**src/rtl/i2c_pkg.sv**
```systemverilog
// Shared definitions for the I2C master transmitter and target receiver.
// Holds the receiver state encoding, the R/W bit values and the bit
// counter reload value.
package i2c_pkg;

    typedef enum logic [2:0] {
        IDLE     = 3'd0,
        ADDR     = 3'd1,
        ADDR_ACK = 3'd2,
        DATA     = 3'd3,
        DATA_ACK = 3'd4,
        IGNORE   = 3'd5
    } i2c_state_t;

    localparam logic I2C_RW_WRITE = 1'b0;
    localparam logic I2C_RW_READ  = 1'b1;

    // Bytes are shifted MSB first; the counter starts at bit 7.
    localparam logic [2:0] BIT_CNT_MSB = 3'd7;

endpackage

```
**src/rtl/i2c_bus_sync.sv**
```systemverilog
// Synchronizer and bus-event detector for SCL/SDA.
// Ports:
//   clk, reset           system clock, synchronous active-high reset
//   i2c_scl, i2c_sda     raw bus pins, asynchronous to clk
//   scl_rise, scl_fall   one-cycle SCL edge strobes
//   start_det, stop_det  one-cycle START / STOP strobes
//   sda_s                synchronized SDA
// All registers reset to 1 so an idle bus produces no edge after reset.
module i2c_bus_sync #(
    parameter int SYNC_STAGES = 2
) (
    input  logic clk,
    input  logic reset,
    input  logic i2c_scl,
    input  logic i2c_sda,
    output logic scl_rise,
    output logic scl_fall,
    output logic start_det,
    output logic stop_det,
    output logic sda_s
);

    logic [SYNC_STAGES-1:0] r_scl_sync;
    logic [SYNC_STAGES-1:0] r_sda_sync;
    logic                   r_scl_q;
    logic                   r_sda_q;
    logic                   w_scl_s;
    logic                   w_sda_s;

    always_ff @(posedge clk) begin
        if (reset) begin
            r_scl_sync <= '1;
            r_sda_sync <= '1;
            r_scl_q    <= 1'b1;
            r_sda_q    <= 1'b1;
        end else begin
            r_scl_sync <= {r_scl_sync[SYNC_STAGES-2:0], i2c_scl};
            r_sda_sync <= {r_sda_sync[SYNC_STAGES-2:0], i2c_sda};
            r_scl_q    <= w_scl_s;
            r_sda_q    <= w_sda_s;
        end
    end

    assign w_scl_s = r_scl_sync[SYNC_STAGES-1];
    assign w_sda_s = r_sda_sync[SYNC_STAGES-1];

    assign scl_rise = w_scl_s & ~r_scl_q;
    assign scl_fall = ~w_scl_s & r_scl_q;
    // Requiring SCL high in both samples suppresses START/STOP when SCL and
    // SDA move in the same cycle.
    assign start_det = w_scl_s & r_scl_q & r_sda_q & ~w_sda_s;
    assign stop_det  = w_scl_s & r_scl_q & ~r_sda_q & w_sda_s;
    assign sda_s     = w_sda_s;

endmodule

```
**src/rtl/i2c_target_rx.sv**
```systemverilog
// Write-only I2C target receiver.
// Ports:
//   clk, reset          system clock (>= 8x SCL), synchronous active-high reset
//   i2c_scl, i2c_sda    bus pins (SDA as seen on the wire)
//   sda_oe              1 = pull SDA low (ACK), 0 = release
//   addr_match          pulse when address == DEV_ADDR with a write
//   rx_data, rx_valid   last received byte and its one-cycle update strobe
//   stop_seen           pulse on STOP
//   busy                high whenever the FSM is not IDLE
//   dbg_state           current FSM state (i2c_state_t encoding)
module i2c_target_rx
    import i2c_pkg::*;
#(
    parameter logic [6:0] DEV_ADDR    = 7'h50,
    parameter int         SYNC_STAGES = 2
) (
    input  logic       clk,
    input  logic       reset,
    input  logic       i2c_scl,
    input  logic       i2c_sda,
    output logic       sda_oe,
    output logic       addr_match,
    output logic [7:0] rx_data,
    output logic       rx_valid,
    output logic       stop_seen,
    output logic       busy,
    output logic [2:0] dbg_state
);

    logic w_scl_rise, w_scl_fall, w_start, w_stop, w_sda_s;

    i2c_bus_sync #(.SYNC_STAGES(SYNC_STAGES)) u_bus_sync (
        .clk       (clk),
        .reset     (reset),
        .i2c_scl   (i2c_scl),
        .i2c_sda   (i2c_sda),
        .scl_rise  (w_scl_rise),
        .scl_fall  (w_scl_fall),
        .start_det (w_start),
        .stop_det  (w_stop),
        .sda_s     (w_sda_s)
    );

    i2c_state_t r_state, w_state_nxt;
    logic [2:0] r_cnt, w_cnt_nxt;
    logic [6:0] r_shift, w_shift_nxt;
    logic [7:0] r_rx_data, w_rx_data_nxt;
    logic       r_rx_valid, w_rx_valid_nxt;
    logic       r_addr_match, w_addr_match_nxt;
    logic       r_stop_seen, w_stop_seen_nxt;
    logic       r_sda_oe, w_sda_oe_nxt;
    logic [7:0] w_byte;

    // The byte as it stands once the bit now on SDA is shifted in.
    assign w_byte = {r_shift, w_sda_s};

    always_ff @(posedge clk) begin
        if (reset) begin
            r_state      <= IDLE;
            r_cnt        <= 3'd0;
            r_shift      <= 7'd0;
            r_rx_data    <= 8'h00;
            r_rx_valid   <= 1'b0;
            r_addr_match <= 1'b0;
            r_stop_seen  <= 1'b0;
            r_sda_oe     <= 1'b0;
        end else begin
            r_state      <= w_state_nxt;
            r_cnt        <= w_cnt_nxt;
            r_shift      <= w_shift_nxt;
            r_rx_data    <= w_rx_data_nxt;
            r_rx_valid   <= w_rx_valid_nxt;
            r_addr_match <= w_addr_match_nxt;
            r_stop_seen  <= w_stop_seen_nxt;
            r_sda_oe     <= w_sda_oe_nxt;
        end
    end

    always_comb begin
        w_state_nxt      = r_state;
        w_cnt_nxt        = r_cnt;
        w_shift_nxt      = r_shift;
        w_rx_data_nxt    = r_rx_data;
        w_rx_valid_nxt   = 1'b0;
        w_addr_match_nxt = 1'b0;
        w_stop_seen_nxt  = 1'b0;
        w_sda_oe_nxt     = r_sda_oe;

        // START/STOP override everything and drop any partial byte.
        if (w_stop) begin
            w_state_nxt     = IDLE;
            w_sda_oe_nxt    = 1'b0;
            w_stop_seen_nxt = 1'b1;
        end else if (w_start) begin
            w_state_nxt  = ADDR;
            w_cnt_nxt    = BIT_CNT_MSB;
            w_sda_oe_nxt = 1'b0;
        end else begin
            case (r_state)
                ADDR: begin
                    if (w_scl_rise) begin
                        w_shift_nxt = w_byte[6:0];
                        if (r_cnt == 3'd0) begin
                            if (w_byte[7:1] == DEV_ADDR && w_byte[0] == I2C_RW_WRITE)
                                w_state_nxt = ADDR_ACK;
                            else
                                w_state_nxt = IGNORE;
                        end else begin
                            w_cnt_nxt = r_cnt - 3'd1;
                        end
                    end
                end
                // First SCL fall drives the ACK, the second releases it.
                // sda_oe itself tells the two falls apart.
                ADDR_ACK, DATA_ACK: begin
                    if (w_scl_fall) begin
                        if (!r_sda_oe) begin
                            w_sda_oe_nxt     = 1'b1;
                            w_addr_match_nxt = (r_state == ADDR_ACK);
                        end else begin
                            w_sda_oe_nxt = 1'b0;
                            w_cnt_nxt    = BIT_CNT_MSB;
                            w_state_nxt  = DATA;
                        end
                    end
                end
                DATA: begin
                    if (w_scl_rise) begin
                        w_shift_nxt = w_byte[6:0];
                        if (r_cnt == 3'd0) begin
                            w_rx_data_nxt  = w_byte;
                            w_rx_valid_nxt = 1'b1;
                            w_state_nxt    = DATA_ACK;
                        end else begin
                            w_cnt_nxt = r_cnt - 3'd1;
                        end
                    end
                end
                IGNORE: begin
                    w_sda_oe_nxt = 1'b0;
                end
                default: begin
                end
            endcase
        end
    end

    assign sda_oe     = r_sda_oe;
    assign addr_match = r_addr_match;
    assign rx_data    = r_rx_data;
    assign rx_valid   = r_rx_valid;
    assign stop_seen  = r_stop_seen;
    assign busy       = (r_state != IDLE);
    assign dbg_state  = r_state;

endmodule
```
**config.mk**
```make
export PLATFORM = sky130hd
export DESIGN_NAME = i2c_target_rx
export DESIGN_NICKNAME = d
export VERILOG_FILES = /design/src/rtl/i2c_pkg.sv /design/src/rtl/i2c_bus_sync.sv /design/src/rtl/i2c_target_rx.sv
export SDC_FILE = /design/constraint.sdc
export NUM_CORES = 1
export LEC_CHECK = 0
export ABC_AREA = 1
export CAP_MARGIN = 20
export CORE_ASPECT_RATIO = 1.75
export CORE_UTILIZATION = 25
export CTS_CLUSTER_DIAMETER = 80
export DETAILED_ROUTE_END_ITERATION = 7
export GPL_ROUTABILITY_DRIVEN = 0
export SLEW_MARGIN = 10
export SYNTH_ARGS = -nofsm -noshare
export SYNTH_HDL_FRONTEND = slang
export SYNTH_SLANG_ARGS = --single-unit
```
**constraint.sdc**
```tcl
create_clock -name clk -period 2.7 [get_ports clk]
set_clock_uncertainty 0.05 [all_clocks]
set_input_delay 0.54 -clock clk [delete_from_list [all_inputs] [get_ports clk]]
set_output_delay 0.54 -clock clk [all_outputs]
set_load 0.02 [all_outputs]
```
; ---- Word level (Yosys, flattened, before mapping)
; Index checks and enable logic that the tools add are counted.
; Widths: inputs -> output; s select.
[word_totals]
reg_bits = 31
input_bits = 4
output_inout_bits = 16
wordCells = 90
[op_classes]
addsub = 1
eq_ne = 20
mux = 20
bitwise_logic = 17
reduce_logical = 19
[op_table]
columns = operator, count
row1 = $mux 3, 12
row2 = $reduce_and 7->1, 2
row3 = $ne 3x1->1 const B, 4
row4 = $ne 3x2->1 const B, 4
row5 = $not 1->1, 10
row6 = $pmux 3 s3, 1
row7 = $reduce_bool 3->1, 3
row8 = $and 1x1->1, 7
row9 = $eq 7x7->1 const B, 1
row10 = $eq 3x2->1 const B, 2
row11 = $eq 3x3->1 const B, 2
row12 = $ne 2x1->1 const B, 3
row13 = $ne 2x2->1 const B, 3
row14 = $pmux 3 s2, 1
row15 = $reduce_and 6->1, 1
row16 = $reduce_or 2->1, 3
row17 = $reduce_or 6->1, 1
row18 = $mux 1, 5
row19 = $reduce_and 5->1, 1
row20 = $reduce_or 5->1, 1
row21 = $reduce_and 4->1, 1
row22 = $reduce_bool 4->1, 1
row23 = $eq 3x1->1 const B, 1
row24 = $logic_not 3->1, 1
row25 = other kinds (6), 6

; ---- Logic depth before layout (Yosys ltp)
; Gate-level depths: netlist of run 1.
[logic_depth]
word_depth = 7
depth_mapped = 12
depth_no_buf = 12

; ---- By module
; From an unflattened synthesis of run 1, not the netlist that was laid out.
[unflattened]
hier_cells = 200
area_unflattened_um2 = 1432.6
[by_module_without_submodules]
columns = mod, n_inst, cells_each, area_per_inst_um2, seq_area_each_um2
row1 = i2c_target_rx, 1, 176, 1234.9, 500.5
row2 = i2c_bus_sync, 1, 24, 197.7, 120.1

; ---- Worst setup path after synthesis of run 1
; No wires, ideal clock.
[synth_path]
kind = reg2out
start = register r_state[0], in the netlist dbg_state[0]
end = output port busy
arrival_time_ns = 0.865
required_time_ns = 2.110
slack_ns = 1.245
stages_incl_launch_ff = 3
path_buffers = 0
cell_sequence = dfxtp_1 > nor2_2 > nand2_1
[synth_via]
elab_chain_cells = 1
[synth_rtl]
columns = element, line
row1 = start: declaration, i2c_target_rx.sv:44  ; i2c_state_t r_state, w_state_nxt;
row2 = start signal: assignment, i2c_target_rx.sv:68  ; r_state <= w_state_nxt;
row3 = $reduce_bool 3->1, i2c_target_rx.sv:153  ; assign busy = (r_state != IDLE);
row4 = end: declaration, i2c_target_rx.sv:26  ; output logic busy,
; No other way between the ends.

; ---- Final worst setup path of run 1
; Same ends and word-level chain as after synthesis.

==> results.cfg, run 1 <==
[status]
status = complete, no violations

[final_layout]
layout-area-overhead-vs-synth_pct = 23.1
postLayoutCoreUtil_pct = 32.4
final_common_cell = nor2_1
nFillCells = 524
post_route_cells_drive_above_1_share_pct = 14.6
insertedDiodeCount = 0
number_of_nets_in_the_layout = 205
final_std_cell_area_no_fill_mm2 = 0.00164
commonest_non_fill_non_tap_cells_in_the_layout = nor2_1 (36), dfxtp_1 (31), inv_1 (21), nand2_1 (20), clkdlybuf4s50_1 (19)

[worst_hold_path]
hold_path.startpoint = u_bus_sync.r_scl_sync[0]
hold_class = register to register
min_delay_path_depth = 1
hold_path_end = u_bus_sync.r_scl_sync[1]

[die]
core.rowCount = 34
die_y_um = 98.5
die_w_um = 57.2
start_util_pct = 26.3
core_area_mm2 = 0.00506
floorplan.die_area_mm2 = 0.00563
top_level_ports = 20

[timing]
finalCritPeriodShare_pct = 81.1
finalHoldViolations = 0
setup_viol_count_final = 0
rsz0062_at_grt = no
slew_headroom_pct = 64.0
maxSlewViolCount = 0
worst_slew_pin_slew_ps = 540
final_period_minus_worst_setup_slack_ps = 2190
fmax_mhz = 457
totalNegativeSetupSlack_ps = 0

[pwr]
ir_worst_vdd_v = 0.000370
intPower_mw = 0.847
p_switching_mw = 0.473
seqPwrFrac_pct = 41.7
leakagePower_nw = 0.716
net_sw_share_pct = 35.8
power.combinational.fraction_pct = 34.1
pwr_density_cell_mw_per_mm2 = 805
pwr-share-clk_pct = 24.2

[critical_path]
cp-start-kind = register
cpLargestDelayFamily = buffers and inverters
timing_worst_setup_path_type = register to primary output
timing.critical_path.buf_inv = 1
reg2reg_to = rx_data[2]
endpoint_kind = primary output
path_cells = nor2_2 > nand2_1 > clkdlybuf4s50_1
critPathSlowestCell = clkdlybuf4s50_1
setup.reg_to_reg.worst_slack_ps = 950
arrival_ps = 1600
worstReg2RegStart = r_cnt[0]
slowest_delay_ps = 600
crit_path_max_fanout = 8
required_ps = 2110
r2r_cells = 9

[placement]
detailed_place_hpwl_um = 1970
portBuffers = 19
placed_area_mm2 = 0.00157

[clock_network]
cts.hold.buffers_added = 0
clkSlewWorstSetupHoldPaths_ps = 60
clock_insertion_delay_worst_skew_ps = 270
ctsLongestPathBuffers = 2
cts_root_buffer = clkbuf_8
tritoncts.num_buffers = 5
h_tree_depth = 2
cts_tree = done
cts_post_setup_buffers_inserted = 0
cts.sink_count = 31
cts.repair.resized = 0

[global_routing]
global_route.usage.total_pct = 11.0
grt_pass1_vias = 1122
grt_first_pass_wirelength_um = 4720
grt_busiest_layer = met2
grt-ovfl-total = 0
antenna_violations_before_repair = 0
grt_start_max_net_pins = 22
grtUsageMet1_pct = 10.3
gr_util_met2_pct = 20.2
groute.layer.met3.usage_pct = 2.76

[synthesis]
synth_fp_nets = 183
syn_area_per_cell_um2 = 7.52
yosys_register_bits = 31
synth.area.top_cells = dfxtp_1 (47%), nor2_1 (10%), inv_1 (5.9%), nand2_1 (5.6%), nand3_1 (5.6%)
synth-warning-count = 0
synth_largest_type_area_fraction_pct = 46.6
most_area_hungry_cell_type_in_the_yosys_netlist = dfxtp_1
post_synth_inst_count = 177
syn_area_mm2 = 0.00133
synth.distinct_cells = 23
share_of_synthesized_area_occupied_by_flip_flops_and_latches_pct = 46.6

[drt]
drcViolationCount = 0
drt_iter0_markers = 24
postRouteWirelength_um = 2690
route.antenna.remaining_nets = 0
first_pass_iteration_count_of_the_detailed_router = 4
via_per_inst = 4.48
detailroute.via_count = 1130
avgRoutedWirePerCell_um = 10.7

[job]
maxCapViolations = 0
==> synthesized netlist by cell type <==
master / instances
a211oi_2: 1
a21oi_1: 8
a21oi_2: 1
buf_6: 1
clkbuf_1: 3
dfxtp_1: 31
ha_1: 2
inv_1: 21
inv_2: 4
nand2_1: 20
nand2_2: 5
nand2_4: 1
nand3_1: 15
nand3_2: 4
nand4_1: 1
nor2_1: 36
nor2_2: 2
nor2_4: 1
nor4_1: 1
o21ai_0: 13
o21ai_1: 1
o21ai_2: 1
or2_2: 4
==> routing by layer <==
metal	up-vias	part of all wire, %
li1	601	-
met1	510	41
met2	15	55
met3	4	2.5
met4	0	2.3
met5	-	0
==> how the worst max path moves through the flow <==
stage / depth (start not counted) / slack (ps) / end / start
5_1_grt: 3 / 410 / busy / dbg_state[0]
4_1_cts: 3 / 480 / busy / dbg_state[0]
6_report: 3 / 510 / busy / dbg_state[0]
3_5_place_dp: 6 / 500 / sda_oe / reset
3_3_place_gp: 6 / 590 / sda_oe / reset
2_1_floorplan: 2 / 1250 / busy / dbg_state[0]
==> power by group through the flow <==
| stage | combinational (mW) | clock, mW | sequential [mW] |
|---|---|---|---|
| floorplan | 0.322 | 0 | 0.572 |
| global placement | 0.451 | 0 | 0.559 |
| detailed placement | 0.456 | 0 | 0.561 |
| CTS | 0.458 | 0.337 | 0.551 |
| global route | 0.518 | 0.362 | 0.561 |
| finish | 0.450 | 0.319 | 0.551 |
==> layout make-up <==
type                       instances  area (um2)  share of cell area [%]
clock buffer                       6        72.6                    4.43
tap                               54        67.6                    4.12
inverter                          25        93.8                    5.73
timing repair buffer              19         190                    11.6
sequential                        31         621                    37.9
multi-input combinational        117         594                    36.3
==> flip-flops by register name (all words and copies together) (netlist names), 2 cells and up <==
register	cells
r_shift	7
dbg_state	3
u_bus_sync.r_scl_sync	2
rx_data	8
r_cnt	3
u_bus_sync.r_sda_sync	2
==> logic make-up (layout without fill, tap and decap cells) <==
kind of cell	Yosys count	in the layout	share of synthesized area, %
adders and majority gates	2	2	1.88
DFF	31	31	46.6
buffers and inverters	29	50	8.74
and+or+nand+nor	90	90	32.2
AOI/OAI and AO/OA	25	25	10.5
==> stage by stage <==
step / worst slack (ps) / instances / hold WS (ps) / power [mW]
after floorplan: 1250 / 177 / 339 / 0.894
after global placement: 588 / 246 / 349 / 1.01
after detailed placement: 504 / 246 / 346 / 1.02
after CTS: 480 / 252 / 355 / 1.35
after global routing: 409 / 252 / 378 / 1.44
final: 511 / 252 / 357 / 1.32
Power figures use the tool's default switching activity.
==> inputs of run 2 (changes only) <==
Clock period 2.7 ns to 1.89 ns, I/O delays scaled along.
==> results.cfg, run 2 (synthesis results as in run 1) <==
[pwr]
leakagePower_nw = 0.763
total_power_mw = 2.11
pwr_density_cell_mw_per_mm2 = 1230
ir_worst_vdd_v = 0.000589

[clock_network]
cts.repair.resized = 3
cts_tree = done
cts_post_setup_buffers_inserted = 0
h_tree_depth = 2
cts.hold.buffers_added = 0
ctsLongestPathBuffers = 2
cts.sink_count = 31
clock_insertion_delay_worst_skew_ps = 280
tritoncts.num_buffers = 5
cts_root_buffer = clkbuf_8
clkSlewWorstSetupHoldPaths_ps = 60

[timing]
final_period_minus_worst_setup_slack_ps = 1760
totalNegativeSetupSlack_ps = 0
finalHoldViolations = 0
setup_viol_count_final = 0
maxSlewViolCount = 0
fmax_mhz = 568
slew_headroom_pct = 76.1
worst_slew_pin_slew_ps = 358
finalCritPeriodShare_pct = 93.2
rsz0062_at_grt = no

[critical_path]
setup.reg_to_reg.worst_slack_ps = 300
critPathSlowestCell = clkdlybuf4s50_1
cp-start-kind = register
required_ps = 1460
timing.critical_path.buf_inv = 1
arrival_ps = 1330
endpoint_kind = primary output
slowest_delay_ps = 640
path_cells = clkdlybuf4s50_1
crit_path_max_fanout = 5
cpLargestDelayFamily = buffers and inverters
timing_worst_setup_path_type = register to primary output

[drt]
drcViolationCount = 0
postRouteWirelength_um = 2760
drt_iter0_markers = 18
via_per_inst = 4.48
detailroute.via_count = 1156
avgRoutedWirePerCell_um = 10.7
route.antenna.remaining_nets = 0
first_pass_iteration_count_of_the_detailed_router = 4

[final_layout]
commonest_non_fill_non_tap_cells_in_the_layout = nor2_1 (36), dfxtp_1 (29), inv_1 (21), nand2_1 (20), clkdlybuf4s50_1 (18)
largest_reg_flops = 8
finalNonFillerCells = 258
number_of_nets_in_the_layout = 209
final_common_cell = nor2_1
layout-area-overhead-vs-synth_pct = 28.9
insertedDiodeCount = 0
post_route_cells_drive_above_1_share_pct = 18.6

[placement]
portBuffers = 19
detailed_place_hpwl_um = 2070
dp_cells = 250

[global_routing]
antenna_violations_before_repair = 0
grt_start_max_net_pins = 21
groute.layer.met3.usage_pct = 3.15
gr_util_met2_pct = 19.3
grt_pass1_vias = 1079
grtUsageMet1_pct = 10.8
grt_busiest_layer = met2
grt_first_pass_wirelength_um = 4650
grt-ovfl-total = 0
global_route.usage.total_pct = 10.7

[die]
core_area_mm2 = 0.00506
floorplan.die_area_mm2 = 0.00563
die_y_um = 98.5
start_util_pct = 26.3
die_w_um = 57.2
top_level_ports = 20
core.rowCount = 34

[job]
maxCapViolations = 0

[worst_hold_path]
hold_class = register to register

[status]
status = complete, no violations
-- run 2: per-stage QoR --
stage               setup slack [ps]  hold WS [ps]  util (%)  instance area [um2]
floorplan                        441           339         -                 1330
global placement                 266           345      31.5                 1600
detailed placement               249           348      31.5                 1600
CTS                              101           363      33.9                 1720
global route                    52.8           373      33.9                 1720
finish                           129           360      33.9                 1720
-- run 2: final timing paths --
kind | startpoint | endpoint | cells after the start
setup / recovery | dbg_state[1] | dbg_state[1] | 1
hold / removal | u_bus_sync.r_sda_sync[0] | u_bus_sync.r_sda_sync[1] | 1
setup reg to reg | r_cnt[0] | rx_data[2] | 9
hold reg to reg | u_bus_sync.r_sda_sync[0] | u_bus_sync.r_sda_sync[1] | 1
-- run 2: area by class of cell --
type / instances / area [um2]
tap: 54 / 67.6
clock buffer: 6 / 82.6
clock inverter: 2 / 35.0
sequential: 31 / 623
multi-input combinational: 117 / 594
inverter: 25 / 93.8
timing repair buffer: 23 / 219
fill: 539 / 3350
-- run 2: per-layer routing --
layer / part of all wire [%] / wire length, um / vias up
met4: 0.98 / 27 / 0
met1: 40 / 1110 / 527
met2: 56 / 1540 / 15
met3: 2.9 / 79 / 3
li1: - / - / 611
met5: 0 / 0 / -
-- run 2: report_power, final --
part	internal, mW	switching [mW]
clock	0.426	0.236
combinational	0.259	0.413
sequential	0.716	0.0587
==> inputs of run 3 (changes only) <==
Settings changed: CORE_MARGIN from default to 1.5.
==> results.cfg, run 3 (synthesis results as in run 1) <==
[status]
status = complete, no violations

[worst_hold_path]
hold_path.startpoint = u_bus_sync.r_scl_sync[0]
hold_class = register to register
min_delay_path_depth = 1
hold_path_end = u_bus_sync.r_scl_sync[1]

[clock_network]
cts_root_buffer = clkbuf_8
h_tree_depth = 2
cts.hold.buffers_added = 0
cts_tree = done
cts.sink_count = 31
cts.repair.resized = 2
cts_post_setup_buffers_inserted = 0
clock_insertion_delay_worst_skew_ps = 280
tritoncts.num_buffers = 5
ctsLongestPathBuffers = 2
clkSlewWorstSetupHoldPaths_ps = 70

[timing]
setup_viol_count_final = 0
finalHoldViolations = 0
maxSlewViolCount = 0
slew_headroom_pct = 75.3
timing.hold.ws_ps = 352
finalCritPeriodShare_pct = 93.7
fmax_mhz = 565
totalNegativeSetupSlack_ps = 0
worst_slew_pin_slew_ps = 370
rsz0062_at_grt = no
final_period_minus_worst_setup_slack_ps = 1770

[die]
die_y_um = 99.5
core_area_mm2 = 0.00521
floorplan.die_area_mm2 = 0.00579
start_util_pct = 25.5
die_w_um = 58.2
core.rowCount = 35
top_level_ports = 20

[final_layout]
commonest_non_fill_non_tap_cells_in_the_layout = nor2_1 (36), dfxtp_1 (30), inv_1 (21), nand2_1 (20), clkdlybuf4s50_1 (18)
number_of_nets_in_the_layout = 209
final_common_cell = nor2_1
layout-area-overhead-vs-synth_pct = 28.9
final_std_cell_area_no_fill_mm2 = 0.00172
largest_reg_flops = 8
post_route_cells_drive_above_1_share_pct = 18.1
insertedDiodeCount = 0

[pwr]
pwr_density_cell_mw_per_mm2 = 1240
power.combinational.fraction_pct = 32.2
total_power_mw = 2.12
intPower_mw = 1.40
net_sw_share_pct = 34.0
seqPwrFrac_pct = 36.1
ir_worst_vdd_v = 0.000725
p_switching_mw = 0.721
leakagePower_nw = 0.763
pwr-share-clk_pct = 31.8

[critical_path]
setup.reg_to_reg.worst_slack_ps = 300
required_ps = 1460
cpLargestDelayFamily = buffers and inverters
crit_path_max_fanout = 5
reg2reg_to = rx_data[2]
worstReg2RegStart = r_cnt[0]
timing_worst_setup_path_type = register to primary output
endpoint_kind = primary output
r2r_cells = 9
cp.depth = 1
cp-start-kind = register
path_cells = clkdlybuf4s50_1
timing.critical_path.buf_inv = 1
arrival_ps = 1340
critPathSlowestCell = clkdlybuf4s50_1
slowest_delay_ps = 640

[placement]
placed_area_mm2 = 0.00160
portBuffers = 19
detailed_place_hpwl_um = 2110

[drt]
route.antenna.remaining_nets = 0
wirelength_met1_um = 1120
drcViolationCount = 0
via_per_inst = 4.52
detailroute.via_count = 1170
highest_routed_layer = met4
drt_iter0_markers = 9
postRouteWirelength_um = 2780
met3_wirelength_um = 67
first_pass_iteration_count_of_the_detailed_router = 6
avgRoutedWirePerCell_um = 10.7
route.met2.wl_um = 1480

[global_routing]
antenna_violations_before_repair = 0
grt-ovfl-total = 0
grt_start_max_net_pins = 19
grt_first_pass_wirelength_um = 4820
global_route.usage.total_pct = 11.0
grt_pass1_vias = 1116

[job]
maxCapViolations = 0
==> run 3: cell count changes in the layout (fill, tap and decap cells not counted) <==
cell,previous run,this run
dfxtp_2,2,1
dfxtp_1,29,30
==> run 3: cell type report <==
class	instances	area, um2
clock inverter	2	35.0
inverter	25	93.8
multi-input combinational	117	594
sequential	31	622
clock buffer	6	82.6
tap	55	68.8
timing repair buffer	23	219
fill	561	3500
==> run 3: metal layers <==
metal  GRT usage (%)  vias up
li1                -      611
met1            11.3      536
met2            19.2       15
met3            2.08        8
met4            7.87        0
met5               0        -
==> run 3: how the worst max path moves through the flow <==
| stage | to | from |
|---|---|---|
| global route | dbg_state[1] | dbg_state[1] |
| finish | dbg_state[1] | dbg_state[1] |
| floorplan | rx_data[0] | r_cnt[0] |
| CTS | dbg_state[1] | dbg_state[1] |
| global placement | busy | dbg_state[2] |
| detailed placement | busy | dbg_state[2] |
==> run 3: power groups by stage <==
stage,clock network (mW),logic [mW],registers [mW]
floorplan,0,0.459,0.817
global placement,0,0.696,0.774
detailed placement,0,0.701,0.778
CTS,0.697,0.692,0.766
global route,0.716,0.785,0.773
finish,0.673,0.681,0.765
==> run 3: through the flow <==
stage | setup slack [ps] | utilization (%) | std cells
finish | 119 | 32.9 | 259
global route | 68.9 | 32.9 | 259
CTS | 104 | 32.9 | 259
detailed placement | 256 | 30.7 | 251
global placement | 278 | 30.7 | 251
floorplan | 441 | - | 177
